===== src/rtl/fetch_line_unit.sv =====
// Instruction fetch stage: caches one memory line and serves sequential PCs from it,
// stalls after control-flow opcodes until the store stage redirects.
package fetch_line_unit_pkg;

    typedef enum logic [7:0] {
        NOP             = 8'h00,
        ADD             = 8'h01,
        LOAD            = 8'h02,
        STORE           = 8'h03,
        HALT            = 8'h0F,
        JMP_ALWAYS      = 8'h10,
        JMP_IF_ZERO     = 8'h11,
        JMP_IF_NONZERO  = 8'h12,
        LOAD_RESTORE_PC = 8'h20
    } Opcode;

    function automatic logic changesControlFlow(input Opcode op);
        case (op)
            HALT, JMP_ALWAYS, JMP_IF_ZERO, JMP_IF_NONZERO, LOAD_RESTORE_PC: return 1'b1;
            default: return 1'b0;
        endcase
    endfunction

endpackage

module fetch_line_unit
    import fetch_line_unit_pkg::*;
#(
    parameter int unsigned       ADDR_W     = 64,
    parameter int unsigned       INSN_W     = 32,
    parameter int unsigned       LINE_WORDS = 2,
    parameter int unsigned       MASK_W     = 64,
    parameter logic [ADDR_W-1:0] RESET_PC   = '0,
    parameter logic [MASK_W-1:0] RESET_MASK = '1
) (
    input  logic                         clk,
    input  logic                         reset,
    input  logic                         redirect_valid,
    input  logic [ADDR_W-1:0]            redirect_pc,
    input  logic [MASK_W-1:0]            redirect_mask,
    output logic                         mem_req_valid,
    input  logic                         mem_req_ready,
    output logic [ADDR_W-1:0]            mem_req_addr,
    input  logic                         mem_rsp_valid,
    input  logic [INSN_W*LINE_WORDS-1:0] mem_rsp_data,
    output logic                         dec_valid,
    input  logic                         dec_ready,
    output logic [ADDR_W-1:0]            dec_pc,
    output logic [INSN_W-1:0]            dec_insn,
    output logic [MASK_W-1:0]            dec_mask
);

    localparam int unsigned INSN_BYTES = INSN_W / 8;
    localparam int unsigned LINE_BYTES = LINE_WORDS * INSN_BYTES;
    localparam int unsigned LINE_W     = INSN_W * LINE_WORDS;
    localparam int unsigned INSN_OFF   = $clog2(INSN_BYTES);
    localparam int unsigned LINE_OFF   = $clog2(LINE_BYTES);
    localparam int unsigned IDX_W      = (LINE_WORDS > 1) ? $clog2(LINE_WORDS) : 1;
    localparam logic [ADDR_W-1:0] OFF_MASK = ADDR_W'(LINE_BYTES - 1);

    typedef enum logic [2:0] {LOOKUP, REQ, WAIT, ISSUE, STALL_JMP} state_e;

    state_e              state_q, state_d;
    logic [ADDR_W-1:0]   fetch_pc_q, fetch_pc_d;
    logic [MASK_W-1:0]   exec_mask_q, exec_mask_d;
    logic [ADDR_W-1:0]   line_tag_q, line_tag_d;
    logic                line_valid_q, line_valid_d;
    logic [LINE_W-1:0]   line_data_q, line_data_d;
    logic                drop_rsp_q, drop_rsp_d;
    logic [ADDR_W-1:0]   dec_pc_q, dec_pc_d;
    logic [INSN_W-1:0]   dec_insn_q, dec_insn_d;
    logic [MASK_W-1:0]   dec_mask_q, dec_mask_d;

    logic [ADDR_W-1:0]   aligned_pc;
    logic [IDX_W-1:0]    word_idx;
    logic [INSN_W-1:0]   cur_word;
    logic                hit;

    generate
        if (LINE_WORDS > 1) begin : g_idx
            assign word_idx = fetch_pc_q[LINE_OFF-1:INSN_OFF];
        end else begin : g_idx_single
            assign word_idx = '0;
        end
    endgenerate

    assign aligned_pc = fetch_pc_q & ~OFF_MASK;
    assign cur_word   = line_data_q[word_idx*INSN_W +: INSN_W];
    assign hit        = line_valid_q && (line_tag_q == aligned_pc);

    assign mem_req_valid = (state_q == REQ);
    assign mem_req_addr  = aligned_pc;
    assign dec_valid     = (state_q == ISSUE);
    assign dec_pc        = dec_pc_q;
    assign dec_insn      = dec_insn_q;
    assign dec_mask      = dec_mask_q;

    always_comb begin
        state_d      = state_q;
        fetch_pc_d   = fetch_pc_q;
        exec_mask_d  = exec_mask_q;
        line_tag_d   = line_tag_q;
        line_valid_d = line_valid_q;
        line_data_d  = line_data_q;
        drop_rsp_d   = drop_rsp_q;
        dec_pc_d     = dec_pc_q;
        dec_insn_d   = dec_insn_q;
        dec_mask_d   = dec_mask_q;

        case (state_q)
            LOOKUP: begin
                if (hit) begin
                    dec_pc_d   = fetch_pc_q;
                    dec_insn_d = cur_word;
                    dec_mask_d = exec_mask_q;
                    state_d    = ISSUE;
                end else begin
                    state_d = REQ;
                end
            end
            REQ: begin
                if (mem_req_ready) state_d = WAIT;
            end
            WAIT: begin
                if (mem_rsp_valid) begin
                    if (drop_rsp_q) begin
                        drop_rsp_d = 1'b0;
                    end else begin
                        line_data_d  = mem_rsp_data;
                        line_tag_d   = aligned_pc;
                        line_valid_d = 1'b1;
                    end
                    state_d = LOOKUP;
                end
            end
            ISSUE: begin
                if (dec_ready) begin
                    fetch_pc_d = fetch_pc_q + ADDR_W'(INSN_BYTES);
                    state_d    = changesControlFlow(Opcode'(dec_insn_q[7:0])) ? STALL_JMP : LOOKUP;
                end
            end
            default: ;
        endcase

        // Redirect overrides everything; an outstanding read is still owed a response,
        // so we wait it out with drop_rsp set unless it is arriving right now.
        if (redirect_valid) begin
            fetch_pc_d   = redirect_pc;
            exec_mask_d  = redirect_mask;
            line_tag_d   = line_tag_q;
            line_valid_d = line_valid_q;
            line_data_d  = line_data_q;
            state_d      = LOOKUP;
            if (state_q == WAIT) begin
                drop_rsp_d = !mem_rsp_valid;
                state_d    = mem_rsp_valid ? LOOKUP : WAIT;
            end else if (state_q == REQ && mem_req_ready) begin
                drop_rsp_d = 1'b1;
                state_d    = WAIT;
            end
        end
    end

    always_ff @(posedge clk) begin
        if (reset) begin
            state_q      <= LOOKUP;
            fetch_pc_q   <= RESET_PC;
            exec_mask_q  <= RESET_MASK;
            line_tag_q   <= '0;
            line_valid_q <= 1'b0;
            line_data_q  <= '0;
            drop_rsp_q   <= 1'b0;
            dec_pc_q     <= '0;
            dec_insn_q   <= '0;
            dec_mask_q   <= '0;
        end else begin
            state_q      <= state_d;
            fetch_pc_q   <= fetch_pc_d;
            exec_mask_q  <= exec_mask_d;
            line_tag_q   <= line_tag_d;
            line_valid_q <= line_valid_d;
            line_data_q  <= line_data_d;
            drop_rsp_q   <= drop_rsp_d;
            dec_pc_q     <= dec_pc_d;
            dec_insn_q   <= dec_insn_d;
            dec_mask_q   <= dec_mask_d;
        end
    end

endmodule


===== config.mk =====
export PLATFORM = sky130hd
export DESIGN_NAME = fetch_line_unit
export DESIGN_NICKNAME = d
export VERILOG_FILES = /design/src/rtl/fetch_line_unit.sv
export SDC_FILE = /design/constraint.sdc
export NUM_CORES = 1
export LEC_CHECK = 0
export ABC_CLOCK_PERIOD_IN_PS = 2900
export BUFFER_PORTS_ARGS = -buffer_cell sky130_fd_sc_hd__clkbuf_2
export CAP_MARGIN = 20
export CORE_MARGIN = 2
export CORE_UTILIZATION = 28
export CTS_BUF_LIST = sky130_fd_sc_hd__clkbuf_8
export CTS_CLUSTER_DIAMETER = 100
export DETAILED_ROUTE_END_ITERATION = 8
export GPL_ROUTABILITY_DRIVEN = 0
export SYNTH_ARGS = -nofsm -noshare
export SYNTH_HDL_FRONTEND = slang
export SYNTH_SLANG_ARGS = --single-unit

===== constraint.sdc =====
create_clock -name clk -period 2.9 [get_ports clk]
set_clock_uncertainty 0.15 [all_clocks]
set_input_delay 0.58 -clock clk [delete_from_list [all_inputs] [get_ports clk]]
set_output_delay 0.58 -clock clk [all_outputs]
set_load 0.01 [all_outputs]

Word level (Yosys, flattened, before mapping)
Cells that the tools add are included.
{"block": "word_totals", "ff_bits": 418, "in_bits": 198}
{"block": "classes", "n_addsub": 1, "eq_ne": 12, "shifts": 1, "muxes": 21, "bitwise": 2, "reduce_logical": 12}
{"op": "2-to-1 mux 64 bit", "count": 3}
{"op": "adder 64 x 3 -> 64 bit (second input constant)", "count": 1}
{"op": "indexed part select 64 x 7 -> 32 bit", "count": 1}
{"op": "equality test 61 bit", "count": 1}
{"op": "equality test 8 x 5 -> 1 bit (second input constant)", "count": 3}
{"op": "2-to-1 mux 3 bit", "count": 5}
{"op": "case mux 3 bit (4 select lines)", "count": 1}
{"op": "equality test 8 x 4 -> 1 bit (second input constant)", "count": 1}
{"op": "equality test 8 x 6 -> 1 bit (second input constant)", "count": 1}
{"op": "2-to-1 mux 1 bit", "count": 8}
{"op": "2-to-1 mux 2 bit", "count": 4}
{"op": "AND reduction 4 bit", "count": 2}
{"op": "equality test 3 x 2 -> 1 bit (second input constant)", "count": 2}
{"op": "!= test 3 x 2 -> 1 bit (second input constant)", "count": 2}
{"op": "nonzero test 5 bit", "count": 1}
{"op": "OR reduction 5 bit", "count": 1}
{"op": "AND reduction 2 bit", "count": 2}
{"op": "nonzero test 2 bit", "count": 2}
{"op": "equality test 3 x 1 -> 1 bit (second input constant)", "count": 1}
{"op": "logical NOT 3 bit", "count": 1}
{"op": "!= test 3 bit (second input constant)", "count": 1}
{"op": "logical AND 1 bit", "count": 2}
{"op": "inverter 1 bit", "count": 2}
{"op": "logical NOT 1 bit", "count": 1}

Depth between registers and ports, before layout
{"block": "depth", "word_depth": 9, "depth_mapped": 10, "mapped_depth_nobuf": 7}

Worst setup path before layout
Ideal clock, no wire load.
{"block": "synth_path", "path_type": "input to register", "startpoint": "in redirect_valid", "endpoint": "reg line_data_q[34]", "setup_time_ps": 70, "t_arrival_ps": 2225, "t_required_ps": 2680, "setup_slack_ps": 454, "cell_stages": 6, "path_buffers": 3, "cell_sequence": "clkbuf_1 > nor4_1 > clkbuf_1 > buf_1 > nand2_1 > a21oi_1"}
{"block": "synth_via", "elab_chain_len": 2}
{"item": "from (decl)", "line_no": "38", "rtl": "input logic redirect_valid,"}
{"item": "inverter 1 bit (no line)"}
{"item": "AND reduction 4 bit (no line)"}
{"item": "to (signal assigned)", "line_no": "182", "rtl": "line_data_q <= line_data_d;"}
{"item": "to (decl)", "line_no": "68", "rtl": "logic [LINE_W-1:0] line_data_q, line_data_d;"}
Every way passes these cells.
A chain may end at the register's enable or synchronous reset.

Final worst setup path
{"block": "layout_path", "startpoint": "reg fetch_pc_q[6]", "endpoint": "reg dec_insn_q[10], in the netlist dec_insn[10]"}
{"block": "layout_via", "elab_chain_len": 3}
{"item": "from (decl)", "line_no": "64", "rtl": "logic [ADDR_W-1:0] fetch_pc_q, fetch_pc_d;"}
{"item": "from (signal assigned)", "line_no": "178", "rtl": "fetch_pc_q <= fetch_pc_d;"}
{"item": "equality test 61 bit", "line_no": "89", "rtl": "assign hit = line_valid_q && (line_tag_q == aligned_pc);"}
{"item": "logical AND 1 bit", "line_no": "89"}
{"item": "AND reduction 2 bit (no line)"}
{"item": "to (signal assigned)", "line_no": "185", "rtl": "dec_insn_q <= dec_insn_d;"}
{"item": "to (decl)", "line_no": "71", "rtl": "logic [INSN_W-1:0] dec_insn_q, dec_insn_d;"}
Every way passes these cells.

==> results.py <==
metrics = {
    "worst_setup_path": {
        "startpoint_type": "flop",
        "path_class": "reg2reg",
        "end_kind": "flop",
        "critical-path-top-delay-family": "compound AO/OA/AOI/OAI gates",
        "cpPeakStageDelay_ps": 480,
        "cp_data_required_time_ps": 3250,
        "arrival_ps": 3070,
        "worstPathMaxFanout": 34,
        "critPathBufInv": 2,
        "cp_slowest_cell": "dfxtp_1",
        "path_cells": "nor2b_1, a2111o_1, a2111oi_2, and4_4, buf_12, buf_4, nand4_1, nor3b_1",
    },
    "cts": {
        "cts_tree": "built",
        "cts.sinks": 418,
        "worstSkewPairLatency_ps": 660,
        "root_buffer": "clkbuf_8",
        "clock_path_buffers": 3,
        "clk_pin_slew_ps": 60,
        "htree_levels": 3,
        "post_cts_buffers": 0,
        "cts_buffers": 79,
    },
    "placed_design": {
        "dpl.cell_count": 3385,
        "hpwl_um": 44200,
        "placed_area_um2": 21800,
        "portBuffers": 420,
    },
    "cells_and_area": {
        "syn_to_final_growth_pct": 31.1,
        "fin_cells": 3667,
        "seq_area_um2": 8370,
        "fin_area_um2": 24700,
        "fin_nets": 2940,
        "nFillCells": 6973,
        "drive_gt1_frac": 0.233,
        "multi_input_area_um2": 8820,
        "fin_util": 0.369,
    },
    "pwr": {
        "power_density_nw_per_um2": 513,
        "internal_power_mw": 9.30,
        "switchingPower_mw": 3.36,
        "switching_share": 0.265,
        "clkPwrFrac": 0.428,
        "p_leak_nw": 9.52,
        "power_frac_comb": 0.098,
        "irDropWorstVdd_mv": 0.287,
        "p_seq_frac": 0.474,
    },
    "global_route": {
        "grt_pass1_vias": 17300,
        "grt_first_pass_wirelength_um": 103000,
        "grt.met2_usage": 0.290,
        "use_met3": 0.0415,
        "grt_util_met1": 0.248,
        "grt-ovfl-total": 0,
        "grt.busiest_layer": "met2",
        "antenna_found_initial": 4,
        "grt_max_degree": 129,
        "grt.total_usage": 0.187,
    },
    "floorplan": {
        "dieArea_um2": 69400,
        "rows": 95,
        "io_pins": 424,
        "core_area_um2": 66900,
        "start_util": 0.281,
        "die_w_um": 263,
        "dieHeight_um": 263,
    },
    "detailed_routing": {
        "drtAntennaViolNets": 0,
        "drt-pass1-iter-count": 5,
        "wl_per_cell_um": 18.3,
        "drtIter0Drc": 1393,
        "vias": 18400,
        "viasPerCell": 5.01,
        "wirelength_um": 67100,
        "drc_errors": 0,
    },
    "yosys": {
        "yosysWarnings": 0,
        "synth_top_area_cell": "dfxtp_1",
        "postSynthAreaPerCell_um2": 8.24,
        "synthDistinctLibCells": 56,
        "synth.yosys.seq_area_share": 0.444,
        "synth.top_cell.area_share": 0.444,
        "synthFlopType": "dfxtp_1",
        "syn_area_um2": 18800,
        "synth_seq_cells": 418,
        "synth-async-reset-ratio": 0,
        "synth_edf_count": 0,
        "syn_inst": 2285,
        "synth_area_leaders": "dfxtp_1 (44%), a21oi_1 (7.9%), nand4_1 (6.4%)",
    },
    "flow_run": {
        "drv_cap": 0,
    },
    "sta": {
        "grt_setup_unrepaired": "no",
        "fin_setup_tns_ps": 0,
        "hold_slack_ps": 74.5,
        "slew_viol_final": 0,
        "period_needed_ps": 2720,
        "tightest_slew_ps": 715,
        "relSlewSlack": 0.524,
        "timing.fmax_mhz": 368,
        "hold_viol": 0,
        "timing.final.crit_share": 0.937,
        "setup_violations": 0,
    },
    "hold_path": {
        "hold_path_class": "in2reg",
    },
    "outcome": {
        "status": "finished clean",
    },
}
==> sequential cells by signal (all words and copies together), names as in the netlist <==
name          cells
state_q           3
line_tag_q       61
exec_mask_q      64
drop_rsp_q        1
dec_pc           64
dec_insn         32
line_valid_q      1
dec_mask         64
line_data_q      64
fetch_pc_q       64
==> worst paths after layout <==
| kind | slack [ps] | from | depth (start not counted) | endpoint |
|---|---|---|---|---|
| setup / recovery | 180 | fetch_pc_q[6]$_SDFFE_PP0P_ | 8 | dec_insn[10]$_SDFFE_PP0P_ |
| hold / removal | 70 | redirect_pc[28] | 3 | fetch_pc_q[28]$_SDFFE_PP0P_ |
| setup reg to reg | 180 | fetch_pc_q[6]$_SDFFE_PP0P_ | 8 | dec_insn[10]$_SDFFE_PP0P_ |
| hold reg to reg | 300 | line_data_q[58]$_SDFFE_PP0P_ | 2 | line_data_q[58]$_SDFFE_PP0P_ |
==> what timing repair did <==
action,CTS,global route
hold buffers,148,0
endpoints found under the hold margin,148,0
setup endpoints to repair,0,0
resized for setup,0,0
==> worst min-delay path, delay by kind of cell <==
kind | cells | cell delay [ps]
buf+inv | 1 | 100
simple gates | 2 | 140
==> per-stage QoR <==
step                power [mW]  setup WS [ps]
floorplan                 6.76            454
global placement          7.19            259
detailed placement        7.19            203
CTS                       12.8            171
global route              13.2           6.56
finish                    12.7            182
==> cell type report <==
type / count / area share
multi-input cells: 1509 / 0.357
flip-flops and latches: 418 / 0.339
repair buffers: 682 / 0.194
clock buffers: 88 / 0.0490
well taps: 873 / 0.0442
clock inverters: 42 / 0.00886
inverters: 51 / 0.00775
diodes: 4 / 0.000405
==> power groups by stage <==
stage	clock, mW	combinational [mW]	sequential [mW]
2_1_floorplan	0	0.691	6.06
3_3_place_gp	0	1.07	6.12
3_5_place_dp	0	1.07	6.12
4_1_cts	5.59	1.25	6.00
5_1_grt	5.85	1.35	6.01
6_report	5.42	1.25	6.00
==> kinds of logic (layout without fill, tap and decap cells) <==
logic type,count (synthesis),count (layout),synth area share
compound gates,590,590,0.181
simple gates,770,770,0.214
xor+xnor,100,100,0.0465
mux,45,45,0.0239
other cells,1,7,0.000199
flops,418,418,0.444
fa+ha+maj,1,1,0.000664
buf+inv,360,863,0.0892
==> metal layers <==
metal | part of all wire | vias up
met1 | 0.45 | 8753
met2 | 0.45 | 597
met5 | 0 | -
met4 | 0.038 | 0
li1 | - | 8861
met3 | 0.063 | 143
==> cell usage in the layout, fill, tap and decap left out, types with 48 or more instances in the layout <==
cell | synthesis | routed
nand4_1 | 192 | 192
inv_1 | 51 | 80
dfxtp_1 | 418 | 417
buf_4 | 68 | 88
o21ai_0 | 133 | 133
nand2_1 | 289 | 288
clkbuf_8 | 0 | 89
nor2_1 | 48 | 48
a211o_1 | 64 | 64
nor2b_1 | 83 | 82
dlygate4sd3_1 | 0 | 148
clkbuf_2 | 0 | 418
a21oi_1 | 296 | 296
xnor2_1 | 78 | 78
==> cell usage after synthesis (34+ instances only) <==
cell type	count
o21a_1	34
nor2b_1	83
a21oi_1	296
nand4_1	192
xnor2_1	78
mux2i_1	45
a211o_1	64
buf_4	68
inv_1	51
nand2_1	289
dfxtp_1	418
buf_2	52
clkbuf_1	184
o21ai_0	133
nor2_1	48
Note: power is estimated with default switching activity, not from simulation.
